[src/rtl/branch_predictor.sv]
// Direct-mapped BTB with saturating direction counters, trained from ID resolution.
// Optional BP_STATS_EN adds resolved-branch and mispredict counters.
module branch_predictor #(
  parameter int ADDR_W  = 32,
  parameter int ENTRIES = 16,
  parameter int CNT_W   = 2
) (
  input  logic              clk,
  input  logic              reset,
  input  logic [ADDR_W-1:0] pc_if,
  output logic              pred_taken,
  output logic [ADDR_W-1:0] pred_next_pc,
  input  logic              id_hold,
  input  logic              id_flush,
  input  logic              res_valid,
  input  logic [ADDR_W-1:0] res_pc,
  input  logic              res_taken,
  input  logic [ADDR_W-1:0] res_target,
  output logic              mispredict,
  output logic [ADDR_W-1:0] recover_pc
`ifdef BP_STATS_EN
  ,
  output logic [31:0]       stat_branches,
  output logic [31:0]       stat_mispredicts
`endif
);

  localparam int IDX_W = $clog2(ENTRIES);
  localparam int TAG_W = ADDR_W - IDX_W - 2;
  localparam logic [CNT_W-1:0] CNT_WT  = CNT_W'(1) << (CNT_W - 1);
  localparam logic [CNT_W-1:0] CNT_WNT = CNT_WT - CNT_W'(1);
  localparam logic [CNT_W-1:0] CNT_MAX = {CNT_W{1'b1}};

  logic              valid_q  [ENTRIES];
  logic              valid_d  [ENTRIES];
  logic [TAG_W-1:0]  tag_q    [ENTRIES];
  logic [TAG_W-1:0]  tag_d    [ENTRIES];
  logic [ADDR_W-1:0] target_q [ENTRIES];
  logic [ADDR_W-1:0] target_d [ENTRIES];
  logic [CNT_W-1:0]  cnt_q    [ENTRIES];
  logic [CNT_W-1:0]  cnt_d    [ENTRIES];

  logic              p_taken_q, p_taken_d;
  logic [ADDR_W-1:0] p_target_q, p_target_d;

  logic [IDX_W-1:0]  if_idx, res_idx;
  logic [TAG_W-1:0]  if_tag, res_tag;
  logic              if_hit, res_hit;
  logic              q, stale;
  logic              unused_low_bits;

  assign unused_low_bits = ^{pc_if[1:0], res_pc[1:0]};

  assign if_idx  = pc_if[IDX_W+1:2];
  assign if_tag  = pc_if[ADDR_W-1:IDX_W+2];
  assign res_idx = res_pc[IDX_W+1:2];
  assign res_tag = res_pc[ADDR_W-1:IDX_W+2];

  assign if_hit  = valid_q[if_idx] && (tag_q[if_idx] == if_tag);
  assign res_hit = valid_q[res_idx] && (tag_q[res_idx] == res_tag);

  assign pred_taken   = if_hit & cnt_q[if_idx][CNT_W-1];
  assign pred_next_pc = pred_taken ? target_q[if_idx] : pc_if + ADDR_W'(4);

  assign q     = res_valid & ~id_hold;
  // A taken prediction reaching ID on a non-branch must redirect back to the fall-through path.
  assign stale = ~res_valid & ~id_hold & p_taken_q;

  assign mispredict = reset &
                      ((q & ((res_taken != p_taken_q) |
                             (res_taken & (res_target != p_target_q)))) | stale);
  assign recover_pc = (res_taken & res_valid) ? res_target : res_pc + ADDR_W'(4);

  always_comb begin
    valid_d    = valid_q;
    tag_d      = tag_q;
    target_d   = target_q;
    cnt_d      = cnt_q;
    p_taken_d  = p_taken_q;
    p_target_d = p_target_q;

    if (!id_hold) begin
      if (id_flush) begin
        p_taken_d  = 1'b0;
        p_target_d = '0;
      end else begin
        p_taken_d  = pred_taken;
        p_target_d = pred_next_pc;
      end
    end

    if (q) begin
      if (res_hit) begin
        if (res_taken) begin
          target_d[res_idx] = res_target;
          if (cnt_q[res_idx] != CNT_MAX) cnt_d[res_idx] = cnt_q[res_idx] + CNT_W'(1);
        end else if (cnt_q[res_idx] != '0) begin
          cnt_d[res_idx] = cnt_q[res_idx] - CNT_W'(1);
        end
      end else if (res_taken) begin
        valid_d[res_idx]  = 1'b1;
        tag_d[res_idx]    = res_tag;
        target_d[res_idx] = res_target;
        cnt_d[res_idx]    = CNT_WT;
      end
    end else if (stale && res_hit) begin
      valid_d[res_idx] = 1'b0;
    end
  end

  always_ff @(posedge clk or negedge reset) begin
    if (!reset) begin
      for (int i = 0; i < ENTRIES; i++) begin
        valid_q[i]  <= 1'b0;
        tag_q[i]    <= '0;
        target_q[i] <= '0;
        cnt_q[i]    <= CNT_WNT;
      end
      p_taken_q  <= 1'b0;
      p_target_q <= '0;
    end else begin
      valid_q    <= valid_d;
      tag_q      <= tag_d;
      target_q   <= target_d;
      cnt_q      <= cnt_d;
      p_taken_q  <= p_taken_d;
      p_target_q <= p_target_d;
    end
  end

`ifdef BP_STATS_EN
  logic [31:0] stat_branches_q, stat_branches_d;
  logic [31:0] stat_mispredicts_q, stat_mispredicts_d;

  always_comb begin
    stat_branches_d    = stat_branches_q + {31'd0, q};
    stat_mispredicts_d = stat_mispredicts_q + {31'd0, mispredict};
  end

  always_ff @(posedge clk or negedge reset) begin
    if (!reset) begin
      stat_branches_q    <= '0;
      stat_mispredicts_q <= '0;
    end else begin
      stat_branches_q    <= stat_branches_d;
      stat_mispredicts_q <= stat_mispredicts_d;
    end
  end

  assign stat_branches    = stat_branches_q;
  assign stat_mispredicts = stat_mispredicts_q;
`endif

endmodule

[config.mk]
export PLATFORM = sky130hd
export DESIGN_NAME = branch_predictor
export DESIGN_NICKNAME = d
export VERILOG_FILES = /design/src/rtl/branch_predictor.sv
export SDC_FILE = /design/constraint.sdc
export NUM_CORES = 2
export LEC_CHECK = 0
export CAP_MARGIN = 25
export CORE_MARGIN = 10
export CORE_UTILIZATION = 40
export CTS_BUF_LIST = sky130_fd_sc_hd__clkbuf_16
export DETAILED_ROUTE_END_ITERATION = 16
export PLACE_DENSITY = 0.6
export SYNTH_ARGS = -nofsm -noshare
export SYNTH_HDL_FRONTEND = slang
export SYNTH_SLANG_ARGS = --single-unit
[constraint.sdc]
create_clock -name clk -period 10.8 [get_ports clk]
set_clock_uncertainty 0.15 [all_clocks]
set_input_delay 3.24 -clock clk [delete_from_list [all_inputs] [get_ports clk]]
set_output_delay 3.24 -clock clk [all_outputs]
set_load 0.05 [all_outputs]
; Word level (Yosys, flattened, before mapping)
; Cells that the tools add are included.
[totals]
reg_bits = 1009
word_cells = 160
input_bits = 102
[classes]
n_eq_ne = 8
n_addsub = 4
n_reduce_logical = 12
bitwise = 21
n_mux = 46
n_lt_le_gt_ge = 3
[ops]
columns = operator, n
row1 = $bwmux 512, 1
row2 = $bwmux 416, 1
row3 = $mux 32, 11
row4 = $bmux 26 s4, 2
row5 = $mux 26, 5
row6 = $bmux 32 s4, 1
row7 = $demux 32 s4, 1
row8 = $demux 26 s4, 1
row9 = $add 32x3->32 const B, 2
row10 = $bwmux 32, 2
row11 = $mux 16, 4
row12 = $eq 26x26->1, 2
row13 = $and 16x16->16, 2
row14 = $ne 32x32->1, 1
row15 = $not 16->16, 2
row16 = $or 16x16->16, 2
row17 = $bmux 2 s4, 2
row18 = $ge 5x5->1 const B, 2
row19 = $mux 2, 5
row20 = $not 4->5, 2
row21 = $and 1x1->1, 8
row22 = $bmux 1 s4, 2
row23 = $demux 2 s4, 1
row24 = $reduce_bool 2->1, 4
row25 = other kinds (14), 28

; Logic depth before layout (Yosys ltp)
[depth]
word_depth = 9
depth_mapped = 17
ltp_nobuf = 9

; Least setup slack after synthesis
; No wires, ideal clock.
[synth_path]
path_type = in2out
start = input port pc_if[2]
end = output port pred_next_pc[29]
slack_ns = 0.618
cell_stages = 12
arrival_time_ns = 6.792
cell_sequence = buf_2 -> buf_6 -> buf_2 -> clkbuf_1 -> buf_1 -> nand4_1 -> nor3_1 -> nand4_1 -> nor2_1 -> nand3_1 -> xor2_1 -> o21ai_0
[synth_between]
elab_chain_len = 8
[synth_lines]
columns = element, line_no
row1 = start: declaration, 10  ; input logic [ADDR_W-1:0] pc_if,
row2 = $not 4->5 (implied by the code), "59, 62, 63"
row3 = $bmux 26 s4, 59  ; assign if_hit = valid_q[if_idx] && (tag_q[if_idx] == if_tag);
row4 = $mux 26 (implied by the code) (2 in a row), 59
row5 = $eq 26x26->1, 59
row6 = $logic_and 1x1->1, 59
row7 = $and 1x1->1, 62  ; assign pred_taken = if_hit & cnt_q[if_idx][CNT_W-1];
row8 = $mux 32 (*), 63  ; assign pred_next_pc = pred_taken ? target_q[if_idx] : pc_if + ADDR_W'(4);
row9 = end: declaration, 12  ; output logic [ADDR_W-1:0] pred_next_pc,
; Mark *: on every way between the ends. The rest lies on a longest branch, timed or not. The select of a mux whose other input is x is not followed.

; Worst setup path after layout
[layout_path]
start = input port pc_if[2]
end = output port pred_next_pc[22]
; The elaborated chain is that of the path after synthesis.

==> impl_metrics.env <==
export IMPL_htreeDepth=3
export IMPL_ys_seq_area_share_pct=47.9
export IMPL_ys_flop_type="dfrtp_1"
export IMPL_yosysWarnings=0
export IMPL_vias=32822
export IMPL_p_leak_uw=0.0266
export IMPL_ant_nets=0
export IMPL_post_route_period_util_pct=96.7
export IMPL_grt_remaining_overflow=0
export IMPL_drive_gt1_share_pct=43.6
export IMPL_fin_nets=3783
export IMPL_placed_cell_area_um2=56800
export IMPL_rows=133
export IMPL_numPlacedInstances=5315
export IMPL_regArea_um2=25300
export IMPL_crit_type="in -> out"
export IMPL_maxSlewHeadroom_pct=29.5
export IMPL_place_congestion=0.875
export IMPL_synth_area_leader_cell="dfrtp_1"
export IMPL_syn_area_um2=52800
export IMPL_maxCapViolCount=0
export IMPL_ys_types=59
export IMPL_tightest_slew_ns=1.05
export IMPL_core_um2=131000
export IMPL_grt_max_degree=157
export IMPL_post_route_util_pct=46.0
export IMPL_p_per_area_nw_per_um2=167
export IMPL_clock_latency_ns=0.72
export IMPL_drt_iter0_markers=3151
export IMPL_cts_repair_resized=0
export IMPL_ys_seq_elements=1009
export IMPL_synth_avg_cell_area_um2=14.7
export IMPL_path_cells="buf_8, buf_4, mux4_2, mux4_2, xnor2_2, nand2_1, nor3b_1, nand3_1, or4b_1, mux2_4, buf_12"
export IMPL_hold_violations=0
export IMPL_stdcell_count=5516
export IMPL_rsz0062_at_grt="no"
export IMPL_yosysTopAreaCellShare_pct=47.1
export IMPL_status="finished clean"
export IMPL_cp_slowest_cell="or4b_1"
export IMPL_worstSetupStartpointType="primary input"
export IMPL_port_buffer_count=167
export IMPL_clkSlewWorstSetupHoldPaths_ns=0.05
export IMPL_avgRoutedWirePerCell_um=30.4
export IMPL_die_area_um2=147000
export IMPL_period_needed_ns=10.44
export IMPL_multi_input_area_um2=25900
export IMPL_cts_buffers=109
export IMPL_antenna_found_initial=4
export IMPL_postCtsHoldBufs=0
export IMPL_cp_max_fo=23
export IMPL_cp_required_ns=7.41
export IMPL_area_growth_synth_to_final_pct=14.4
export IMPL_grt_pass1_vias=33611
export IMPL_synth_edf_count=0
export IMPL_crit_family="multiplexers"
export IMPL_synth_most_common_cell="dfrtp_1"
export IMPL_setup_tns_ns=0
export IMPL_drc=0
export IMPL_pin_count=168
export IMPL_fillers=11560
export IMPL_ys_top_cells_by_area="dfrtp_1, mux4_2, mux2_2, mux2_4, mux2_1"
export IMPL_initial_utilization_pct=40.2
export IMPL_cp_buffers_inverters=3
export IMPL_finalInstanceArea_um2=60400
export IMPL_die_width_um=383
export IMPL_setup_violations=0
export IMPL_postCtsSetupRepairBufs=0
export IMPL_via_per_inst=5.95
export IMPL_wirelength_um=168000
export IMPL_cts_tree="built"
export IMPL_synth_common_cells="dfrtp_1, mux2_2, mux4_2"
export IMPL_ir_drop_v=0.000128
export IMPL_clkSinkCount=1009
export IMPL_max_stage_delay_ns=0.83
export IMPL_fmaxAchievable_mhz=95.7
export IMPL_synthArstFlopShare_pct=100
export IMPL_dr_pass1_iters=5
export IMPL_critPathCaptureType="output pin"
export IMPL_fp_dieH_um=383
export IMPL_drv_slew=0
export IMPL_hpwl_um=105000
export IMPL_crit_top_cell="mux4_2"
export IMPL_cts_root_buf="clkbuf_16"
export IMPL_cts_buffer_depth=3
export IMPL_arrival_ns=7.05
export IMPL_grt_pass1_wl_um=246000
export IMPL_syn_nets=3688
export IMPL_hp_class="reg -> reg"
export IMPL_syn_inst=3579
export IMPL_track_usage_pct=22.6
-- per-stage QoR --
step	worst slack, ns	hold WS, ns	total power, µW
2_1_floorplan	0.618	0.320	5750
5_1_grt	0.179	0.360	10400
6_report	0.355	0.349	10100
4_1_cts	0.351	0.351	10100
3_5_place_dp	0.362	0.337	6390
3_3_place_gp	0.313	0.331	6360
-- kinds of logic after synthesis --
| kind of cell | Yosys count | synth area share [%] |
|---|---|---|
| buf+inv | 373 | 3.36 |
| xor+xnor | 136 | 2.27 |
| mux | 1414 | 39.6 |
| flops | 1009 | 47.9 |
| compound gates | 269 | 3.25 |
| fa+ha+maj | 7 | 0.166 |
| simple gates | 371 | 3.51 |
-- sequential cells by signal (all words and copies together) (netlist names), named ones only --
register,cells
tag_q,416
cnt_q,32
target_q,512
p_taken_q,1
p_target_q,32
-- cell usage in the layout (no fill, tap or decap), drive strengths merged, types with 34 or more instances in the layout --
cell / count
mux4: 381
clkdlybuf4s50: 105
xor2: 61
a22o: 35
clkinv: 45
dfrtp: 993
nand2: 130
clkbuf: 110
mux2i: 86
nor2: 104
xnor2: 75
mux2: 947
a31oi: 34
o21ai: 95
buf: 227
inv: 54
-- power breakdown --
part	leakage, µW	internal (µW)	switching, µW
Clock	0.00181	2100	1610
Combinational	0.0114	965	788
Sequential	0.0134	4270	321
-- final timing paths --
kind	startpoint	end	slack [ns]	depth (start not counted)
max	pc_if[2]	pred_next_pc[22]	0.36	11
min	target_q[423]$_DFFE_PN0P_	target_q[423]$_DFFE_PN0P_	0.35	1
max reg2reg	tag_q[102]$_DFFE_PN0P_	tag_q[63]$_DFFE_PN0P_	5.98	11
min reg2reg	target_q[423]$_DFFE_PN0P_	target_q[423]$_DFFE_PN0P_	0.35	1
max in group asynchronous	reset	tag_q[99]$_DFFE_PN0P_	4.88	6
min in group asynchronous	reset	target_q[476]$_DFFE_PN0P_	2.39	1
-- layout make-up --
| type | count | share of cell area (%) |
|---|---|---|
| multi-input combinational | 2197 | 42.8 |
| timing repair buffer | 332 | 5.72 |
| sequential | 1009 | 41.9 |
| antenna | 2 | 0.00829 |
| clock buffer | 110 | 4.56 |
| inverter | 25 | 0.155 |
| tap | 1755 | 3.64 |
| clock inverter | 86 | 1.21 |
-- routing by layer --
metal | up-vias | wire [µm] | GRT usage [%] | share of wire (%)
met1 | 17836 | 73800 | 31.5 | 44
met4 | 2 | 4240 | 5.58 | 2.5
met2 | 1161 | 78100 | 35.5 | 46
met5 | - | 13 | 0 | 0.0077
li1 | 13575 | - | - | -
met3 | 248 | 11900 | 5.16 | 7.1
-- worst reg2reg max path: cells and delay by family, from the launching register on --
family | cells | cell delay, ns
XOR/XNOR | 1 | 0.38
AO/OA/AOI/OAI | 2 | 0.66
flip-flops | 1 | 0.40
AND/OR/NAND/NOR | 3 | 1.02
multiplexers | 3 | 1.28
buffers and inverters | 2 | 0.79
No activity file was read; power rests on OpenSTA's default activity.
